## config.mk

```make
export PLATFORM = sky130hd
export DESIGN_NAME = contador_monitor
export DESIGN_NICKNAME = d
export VERILOG_FILES = /design/src/rtl/contador_pkg.sv /design/src/rtl/contador_predictor.sv /design/src/rtl/contador_monitor.sv
export SDC_FILE = /design/constraint.sdc
export NUM_CORES = 1
export LEC_CHECK = 0
export ABC_AREA = 1
export CORE_UTILIZATION = 45
export DETAILED_ROUTE_END_ITERATION = 6
export GPL_TIMING_DRIVEN = 0
export PLACE_DENSITY = 0.67
export REMOVE_ABC_BUFFERS = 1
export SYNTH_ARGS = -nofsm -noshare
export SYNTH_HDL_FRONTEND = slang
export SYNTH_HIERARCHICAL = 1
export SYNTH_SLANG_ARGS = --single-unit
```

## constraint.sdc

```tcl
create_clock -name clock -period 5.06 [get_ports clock]
set_input_delay 1.012 -clock clock [delete_from_list [all_inputs] [get_ports clock]]
set_output_delay 1.012 -clock clock [all_outputs]
set_load 0.005 [all_outputs]
```

## src/rtl/contador_pkg.sv

```systemverilog
// Shared types and the bouncing-counter step function for the contador monitor.
// Both the RTL predictor and the bench counter model use next_step().
package contador_pkg;

  typedef enum logic [1:0] {
    UNSYNC,
    ACQUIRE,
    LOCKED
  } state_t;

  // Value and direction arriving at that value (0 = up, 1 = down).
  typedef struct packed {
    logic [31:0] value;
    logic        dir;
  } step_t;

  localparam int unsigned DEF_WIDTH = 4;

  function automatic logic [31:0] max_of(input int unsigned width);
    return (32'd1 << width) - 32'd1;
  endfunction

  // The endpoint is never repeated: at MAX the next value is MAX-1, at 0 it is 1.
  function automatic step_t next_step(input logic [31:0] v, input logic d,
                                      input logic [31:0] max);
    step_t r;
    if (!d) begin
      if (v < max) r = '{value: v + 32'd1, dir: 1'b0};
      else         r = '{value: max - 32'd1, dir: 1'b1};
    end else begin
      if (v != 32'd0) r = '{value: v - 32'd1, dir: 1'b1};
      else            r = '{value: 32'd1, dir: 1'b0};
    end
    return r;
  endfunction

endpackage

```

## src/rtl/contador_predictor.sv

```systemverilog
// Combinational next(v,d) of the bouncing counter at WIDTH bits.
module contador_predictor
  import contador_pkg::*;
#(
  parameter int unsigned WIDTH = DEF_WIDTH
) (
  input  logic [WIDTH-1:0] v,
  input  logic             d,
  output logic [WIDTH-1:0] next_v,
  output logic             next_d
);

  step_t s;

  always_comb begin
    s      = next_step(32'(v), d, max_of(WIDTH));
    next_v = WIDTH'(s.value);
    next_d = s.dir;
  end

endmodule

```

## src/rtl/contador_monitor.sv

```systemverilog
// Receive-side checker for the up/down bouncing counter: acquires lock,
// predicts the next sample, flags mismatches and counts completed periods.
module contador_monitor
  import contador_pkg::*;
#(
  parameter int unsigned WIDTH    = DEF_WIDTH,
  parameter int unsigned LOCK_LEN = 3,
  parameter int unsigned LOSS_LEN = 4
) (
  input  logic             clock,
  input  logic             reset,
  input  logic             en,
  input  logic [WIDTH-1:0] c_in,
  output logic             locked,
  output logic             direcao,
  output logic [WIDTH-1:0] expected,
  output logic             err,
  output logic [7:0]       err_count,
  output logic [15:0]      period_count
);

  localparam logic [WIDTH-1:0] MAX    = WIDTH'(max_of(WIDTH));
  localparam logic [WIDTH-1:0] ONE    = WIDTH'(1);
  localparam int unsigned      STEP_W = $clog2(LOCK_LEN + 1);
  localparam int unsigned      MISS_W = $clog2(LOSS_LEN + 1);

  state_t              state_q, state_d;
  logic [WIDTH-1:0]    prev_q, prev_d;
  logic [WIDTH-1:0]    expected_q, expected_d;
  logic                dir_q, dir_d;
  logic                exp_dir_q, exp_dir_d;
  logic                err_q, err_d;
  logic [7:0]          err_count_q, err_count_d;
  logic [15:0]         period_count_q, period_count_d;
  logic [STEP_W-1:0]   step_q, step_d;
  logic [MISS_W-1:0]   miss_q, miss_d;

  logic [WIDTH-1:0]    pred_v, ahead_v, ahead_in_v;
  logic                pred_d, ahead_d, ahead_in_d;
  logic                step_up, step_dn, is_step, step_dir;
  logic                consistent, mismatch, lock_hit, loss_hit;

  // What the stream should do after the last accepted value.
  contador_predictor #(.WIDTH(WIDTH)) u_pred_cur (
    .v      (prev_q),
    .d      (dir_q),
    .next_v (pred_v),
    .next_d (pred_d)
  );

  // One step beyond the value being accepted this cycle; becomes the new expected.
  contador_predictor #(.WIDTH(WIDTH)) u_pred_ahead (
    .v      (ahead_in_v),
    .d      (ahead_in_d),
    .next_v (ahead_v),
    .next_d (ahead_d)
  );

  always_comb begin
    step_up    = (prev_q != MAX) && (c_in == prev_q + ONE);
    step_dn    = (prev_q != '0) && (c_in == prev_q - ONE);
    is_step    = step_up | step_dn;
    step_dir   = step_dn;
    consistent = is_step && ((step_q == '0) || ((c_in == pred_v) && (step_dir == pred_d)));
    mismatch   = (c_in != expected_q);
    lock_hit   = consistent && (step_q == STEP_W'(LOCK_LEN - 1));
    loss_hit   = mismatch && (miss_q == MISS_W'(LOSS_LEN - 1));
    if (state_q == LOCKED) begin
      ahead_in_v = expected_q;
      ahead_in_d = exp_dir_q;
    end else begin
      ahead_in_v = c_in;
      ahead_in_d = step_dir;
    end
  end

  // NOTE: sequential state uses non-blocking assignments so every flop samples
  // the pre-edge values, whatever order the simulator evaluates the blocks in.
  always_ff @(posedge clock or negedge reset) begin
    if (!reset) state_q <= UNSYNC;
    else        state_q <= state_d;
  end

  // NOTE: every signal gets a default at the top of each always_comb, so no
  // path through the case statements can leave it unassigned and infer a latch.
  always_comb begin
    state_d = state_q;
    if (en) begin
      unique case (state_q)
        UNSYNC:  state_d = ACQUIRE;
        ACQUIRE: if (lock_hit) state_d = LOCKED;
        LOCKED:  if (loss_hit) state_d = UNSYNC;
        default: state_d = UNSYNC;
      endcase
    end
  end

  always_comb begin
    prev_d         = prev_q;
    dir_d          = dir_q;
    expected_d     = expected_q;
    exp_dir_d      = exp_dir_q;
    step_d         = step_q;
    miss_d         = miss_q;
    err_d          = 1'b0;
    err_count_d    = err_count_q;
    period_count_d = period_count_q;
    if (en) begin
      unique case (state_q)
        UNSYNC: begin
          prev_d = c_in;
          step_d = '0;
          miss_d = '0;
        end
        ACQUIRE: begin
          prev_d = c_in;
          if (consistent) begin
            step_d = step_q + STEP_W'(1);
            dir_d  = step_dir;
            if (lock_hit) begin
              expected_d = ahead_v;
              exp_dir_d  = ahead_d;
              miss_d     = '0;
            end
          end else begin
            step_d = is_step ? STEP_W'(1) : '0;
            if (is_step) dir_d = step_dir;
          end
        end
        LOCKED: begin
          // On a match c_in equals expected_q, so matched and flywheel steps
          // advance the prediction identically; only bookkeeping differs.
          prev_d     = expected_q;
          dir_d      = exp_dir_q;
          expected_d = ahead_v;
          exp_dir_d  = ahead_d;
          if (mismatch) begin
            err_d = 1'b1;
            if (err_count_q != 8'hFF) err_count_d = err_count_q + 8'd1;
            if (loss_hit) begin
              miss_d = '0;
              step_d = '0;
            end else begin
              miss_d = miss_q + MISS_W'(1);
            end
          end else begin
            miss_d = '0;
            if ((c_in == '0) && dir_q) period_count_d = period_count_q + 16'd1;
          end
        end
        default: ;
      endcase
    end
  end

  always_ff @(posedge clock or negedge reset) begin
    if (!reset) begin
      prev_q         <= '0;
      dir_q          <= 1'b0;
      expected_q     <= '0;
      exp_dir_q      <= 1'b0;
      step_q         <= '0;
      miss_q         <= '0;
      err_q          <= 1'b0;
      err_count_q    <= '0;
      period_count_q <= '0;
    end else begin
      prev_q         <= prev_d;
      dir_q          <= dir_d;
      expected_q     <= expected_d;
      exp_dir_q      <= exp_dir_d;
      step_q         <= step_d;
      miss_q         <= miss_d;
      err_q          <= err_d;
      err_count_q    <= err_count_d;
      period_count_q <= period_count_d;
    end
  end

  always_comb begin
    locked       = (state_q == LOCKED);
    direcao      = dir_q;
    expected     = expected_q;
    err          = err_q;
    err_count    = err_count_q;
    period_count = period_count_q;
  end

endmodule
```

Yosys cells after proc, flatten, opt, wreduce, memory -nomap -nowiden
Cells that the tools add are included.
Widths: inputs -> output; s select.
{ "totals": {"input_bits": 7, "out_inout_bits": 31, "register_bits": 42} }
{ "op_classes": {"n_addsub": 10, "order_cmp": 2, "n_eq_ne": 16, "n_bitwise": 2, "n_reduce_logical": 25, "mux": 33} }
{ "op_table": {"columns": ["cell", "count"], "rows": [
  ["$mux 5", 6],
  ["$reduce_and 4->1", 5],
  ["$add 16x1->16 const B", 1],
  ["$pmux 4 s2", 2],
  ["$add 4x1->4 const B", 3],
  ["$eq 4x4->1", 3],
  ["$mux 3", 4],
  ["$mux 4", 3],
  ["$pmux 2 s3", 2],
  ["$sub 4x1->4 const B", 3],
  ["$mux 1", 9],
  ["$pmux 3 s3", 1],
  ["$add 8x1->8 const B", 1],
  ["$lt 4x4->1 const B", 2],
  ["$mux 2", 4],
  ["$ne 8x8->1 const B", 1],
  ["$reduce_bool 4->1", 2],
  ["$logic_and 1x1->1", 7],
  ["$reduce_and 3->1", 2],
  ["$eq 2x2->1 const B", 2],
  ["$logic_not 2->1", 2],
  ["$logic_not 4->1", 1],
  ["$ne 2x1->1 const B", 2],
  ["$ne 2x2->1 const B", 2],
  ["16 further kinds", 18]
]} }

Depth between registers and ports, before layout
{ "logic_depth": {"depth_word": 11, "depth_mapped": 18, "ltp_nobuf": 17} }

Cells and area by module
The synthesis kept the hierarchy.
{ "modules_own_cells": {"columns": ["mod", "instances", "cells_each", "area_per_inst_um2"], "rows": [
  ["contador_monitor", 1, 327, 2576.2],
  ["contador_predictor", 2, 39, 214.0]
]} }

Worst setup path after synthesis
Ideal clock, no wire load.
{ "synth_timing": {"path_type": "input port to flip-flop", "from": "in c_in[3]", "to": "reg expected_q[1], in the netlist expected[1]", "required_ps": 4943, "setup_time_ps": 117, "stages": 13, "arrival_time_ps": 2378, "path_slack_ps": 2565, "cell_sequence": "buf_6 inv_2 nand2_1 nand2_1 nand2_1 nand2_1 nand3_2 o21ai_0 inv_1 o21ai_0 o21ai_1 nand3_1 nand2_1"} }
{ "synth_via": {"word_cells_on_any_way": 24, "cone_classes": "1 x order compare; 6 x eq/ne; 8 x mux; 1 x bitwise; 8 x reduce/logical"} }
{ "synth_rtl": {"columns": ["element", "line_no", "source"], "rows": [
  ["start, declared", "contador_monitor.sv:13", "input logic [WIDTH-1:0] c_in,"],
  ["$eq 4x4->1 (*)", "contador_monitor.sv:61", "step_dn = (prev_q != '0) && (c_in == prev_q - ONE);"],
  ["$logic_and 1x1->1 (*)", "contador_monitor.sv:61", null],
  ["$mux 1 (*)", "contador_monitor.sv:68", "if (state_q == LOCKED) begin"],
  ["via ahead_in_d", "contador_monitor.sv:39", "logic pred_d, ahead_d, ahead_in_d;"],
  ["$mux 5 (*)", "contador_pkg.sv:27", "if (!d) begin"],
  ["via ahead_v[1]", "contador_monitor.sv:38", "logic [WIDTH-1:0] pred_v, ahead_v, ahead_in_v;"],
  ["$mux 4", "contador_monitor.sv:120", "if (lock_hit) begin"],
  ["$mux 4", "contador_monitor.sv:117", "if (consistent) begin"],
  ["$pmux 4 s2 (*)", "contador_monitor.sv:109", "unique case (state_q)"],
  ["end signal, assigned", "contador_monitor.sv:170", "expected_q <= expected_d;"],
  ["end, declared", "contador_monitor.sv:29", "logic [WIDTH-1:0] expected_q, expected_d;"]
]} }
The timed path passes the listed nets; every way through them passes the cells marked *. The select of a mux whose other input is x is not followed.
A chain may end at the register's enable or synchronous reset.

Worst setup path after layout
{ "layout_timing": {"from": "in c_in[2]", "to": "reg expected_q[3], in the netlist expected[3]"} }
{ "layout_via": {"word_cells_on_any_way": 26, "cone_classes": "2 x add/sub; 1 x order compare; 6 x eq/ne; 8 x mux; 1 x bitwise; 8 x reduce/logical"} }
{ "layout_rtl": {"columns": ["element", "line_no", "source"], "rows": [
  ["$mux 4 (*)", "contador_monitor.sv:68", null],
  ["via ahead_in_v[2]", "contador_monitor.sv:38", null],
  ["$add 4x1->4 (tied with other cells)", "contador_pkg.sv:28", "if (v < max) r = '{value: v + 32'd1, dir: 1'b0};"],
  ["$mux 5 (on tied branches)", "contador_pkg.sv:28, contador_pkg.sv:31", null],
  ["$mux 5 (*)", "contador_pkg.sv:27", null],
  ["via ahead_v[3]", "contador_monitor.sv:38", null],
  ["$mux 4", "contador_monitor.sv:120", null],
  ["$mux 4", "contador_monitor.sv:117", null],
  ["$pmux 4 s2 (*)", "contador_monitor.sv:109", null]
]} }
Marks and branches as above.

==> key figures <==
Run status
  • Outcome: finished, final reports clean

GRT
  • GR met3 Demand/Resource: 2.87%
  • First-pass GRT wire length: ~11000 µm
  • Global routing's busiest layer: met2
  • GRT met1 Usage: 26.8%
  • Vias in the first global route: approximately 2.5k
  • Total GRT Usage: around a fifth
  • Total gr overflow: 0
  • Largest net degree at the start of global routing: 33
  • Initial antenna violation count: 0
  • Met2 GRT Util: 33.1%

Floorplanning
  • DIE AREA: 7010 µm²
  • Die Width: about 84 µm
  • Std cell rows: 29
  • Initial core utilization: between 40% and 50%
  • Io pins: 38
  • Core area: 6390 µm²
  • Die H: 83.7 µm

Hold path
  • WHS Path Cells: 2
  • Hold path startpoint: miss_q[2]
  • Hold endpoint: miss_q[2]
  • HP Class: reg2reg

Drt
  • Final ANT Viol Nets: 0
  • Vias/cell: 5.01
  • DR WL/cell: around 12 µm
  • Initial DRC count: 85
  • Vias post-DR: 2619
  • Drt drc: 0
  • DRT Wirelength: 6490 µm
  • Pre-Repair DR Iteration Count: 4

STA
  • Measured slew at the worst slew-check pin: 1170 ps
  • Part of the cycle the worst path needs: 62.7%
  • Worst rel slew slack: between 20% and 30%
  • PnR worst setup slack: approximately 1900 ps
  • Fmax: 0.315 GHz
  • RSZ-0062 raised after global routing: false
  • Fin crit period: 3180 ps
  • Final hold vios: 0
  • Clk_skew: 17.2 ps
  • TNS Setup: 0 ps
  • Hold slack: approximately 470 ps
  • Final setup violation count: 0
  • Final Max Slew Viols: 0

Pwr
  • Leakage power: 1.72 nW
  • Pwr dens: around 450 nW/µm²
  • Peak VDD IR: 0.223 mV
  • Final Power: 1.61 mW

Clocking
  • Clk slew on worst S/H paths: approximately 80 ps
  • Latest clock arrival within the worst-skew pair: 300 ps
  • Setup Buffers After CTS: 0
  • Root Buffer: clkbuf_8
  • # hold bufs at CTS: 0
  • TritonCTS clock tree: built
  • Total CTS buffers: 5
  • Clk buf depth: 2
  • Htree depth: 2
  • Clock sinks: 42
  • Post_cts resized: 0

Yosys
  • Most frequent cell after synthesis: nand2_1
  • Ranking of synthesized cells by area: dfrtp_1 35%, nand2_1 14%, ha_1 6.2%
  • FF+latch count, synth: 42
  • Cell taking the most area after synthesis: dfrtp_1
  • Yosys top cell area share: 35.0%
  • Mapped Avg Cell Area: 7.42 µm²
  • Ys flop type: dfrtp_1
  • Synth top cells by count: 114 x nand2_1, 43 x inv_1, 42 x dfrtp_1
  • Number of flops mapped to enable cells by yosys: 0
  • Synth async-reset ratio: 100%
  • Synth cell types: 31
  • Cells after Synth: 405
  • Seq/Total Area, Yosys: 35.0%
  • Yosys warning count: 6
  • Mapped Area: 3000 µm²

Setup path
  • Startpoint types: primary input
  • Crit path max fanout: 9
  • R2r startpoint: prev_q[0]
  • Worst EP arrival: 3360 ps
  • Critical path class: in2reg
  • R2R cell count: 14
  • Worst Setup SP: c_in[2]
  • Worst Setup End Kind: register
  • Req. time, crit path: 5240 ps
  • R2R Setup Slk: around 2300 ps
  • RR Endpoint: expected[1]

Placed design
  • Pre-CTS setup slack: 1670 ps
  • Placed Instances: 515
  • GPL Wtd Cong: 0.826
  • Port bufs: 37
  • Hpwl dp: about 5000 µm

Layout
  • Fin cells: between 500 and 600
  • Area Growth Syn to Fin: 17.5%
  • Layout cells sized above 1: 10.3%
  • Post-layout nets: approximately 470
  • Ant. Diodes: 0

Flow run
  • Max-cap violations: 0
==> state kept, by name, summed over array words and instances, names as in the netlist <==
register and flops:
prev_q 4, expected 4, direcao 1, state_q 2, err 1, miss_q 3
exp_dir_q 1, step_q 2, period_count 16, err_count 8
==> cells in the final DEF, fill, tap and decap left out, drive strengths merged, types with 4 or more instances in the layout <==
cell,count
nand3,38
clkbuf,5
inv,51
nor3,9
a21oi,4
xor2,17
xnor2,14
ha,15
clkdlybuf4s50,36
dfrtp,42
nand2,125
o21ai,28
nor2,46
nand4,6
==> metrics by stage <==
| step | utilization, % | area (µm²) |
|---|---|---|
| after global routing | 55.3 | 3530 |
| after CTS | 55.3 | 3530 |
| final | 55.3 | 3530 |
| after global placement | 53.6 | 3420 |
| after detailed placement | 53.8 | 3440 |
| after floorplan | - | 2960 |
==> worst max-delay path, cell delays in order <==
cell and delay, ps:
clkdlybuf4s50_1 630, inv_2 130, o21ai_0 930, nand3_1 230, inv_1 110, nand2_1 60, nand3_1 70, nand2_1 60
nand3_1 70, nand2_1 60
==> worst max path at each step <==
stage                              to  slack, ps
after floorplan           expected[1]       2640
after global placement    expected[1]       1680
after detailed placement  expected[1]       1670
after CTS                 expected[3]       1970
after global routing      expected[0]       1610
final                     expected[3]       1880
==> per-layer routing <==
metal | vias up | routed length (µm)
met5 | - | 0
met4 | 0 | 48
met3 | 5 | 187
met2 | 31 | 3080
met1 | 1231 | 3180
li1 | 1352 | -
==> logic make-up (layout without fill, tap and decap cells) <==
family                   after synthesis  in the layout  share of synthesized area (%)
buffers and inverters                 56             97                           8.12
XOR/XNOR                              31             31                           9.04
multiplexers                           1              1                          0.375
flip-flops                            42             42                           35.0
adder cells (fa/ha/maj)               15             15                           6.25
AND/OR/NAND/NOR                      227            227                           35.5
AO/OA/AOI/OAI                         33             33                           5.71
==> power by group <==
group	internal, mW	total (mW)	switching [mW]
Sequential	0.413	0.524	0.111
Clock	0.0989	0.227	0.128
Combinational	0.351	0.855	0.504
Total	0.863	1.61	0.743
==> layout make-up <==
| type | instances | area [µm²] |
|---|---|---|
| clock inverters | 3 | 23.8 |
| flip-flops and latches | 42 | 1050 |
| multi-input cells | 307 | 1710 |
| repair buffers | 38 | 385 |
| inverters | 51 | 195 |
| clock buffers | 5 | 68.8 |
| well taps | 77 | 96.3 |
| fillers | 609 | 2860 |
No activity file was read; power rests on OpenSTA's default activity.
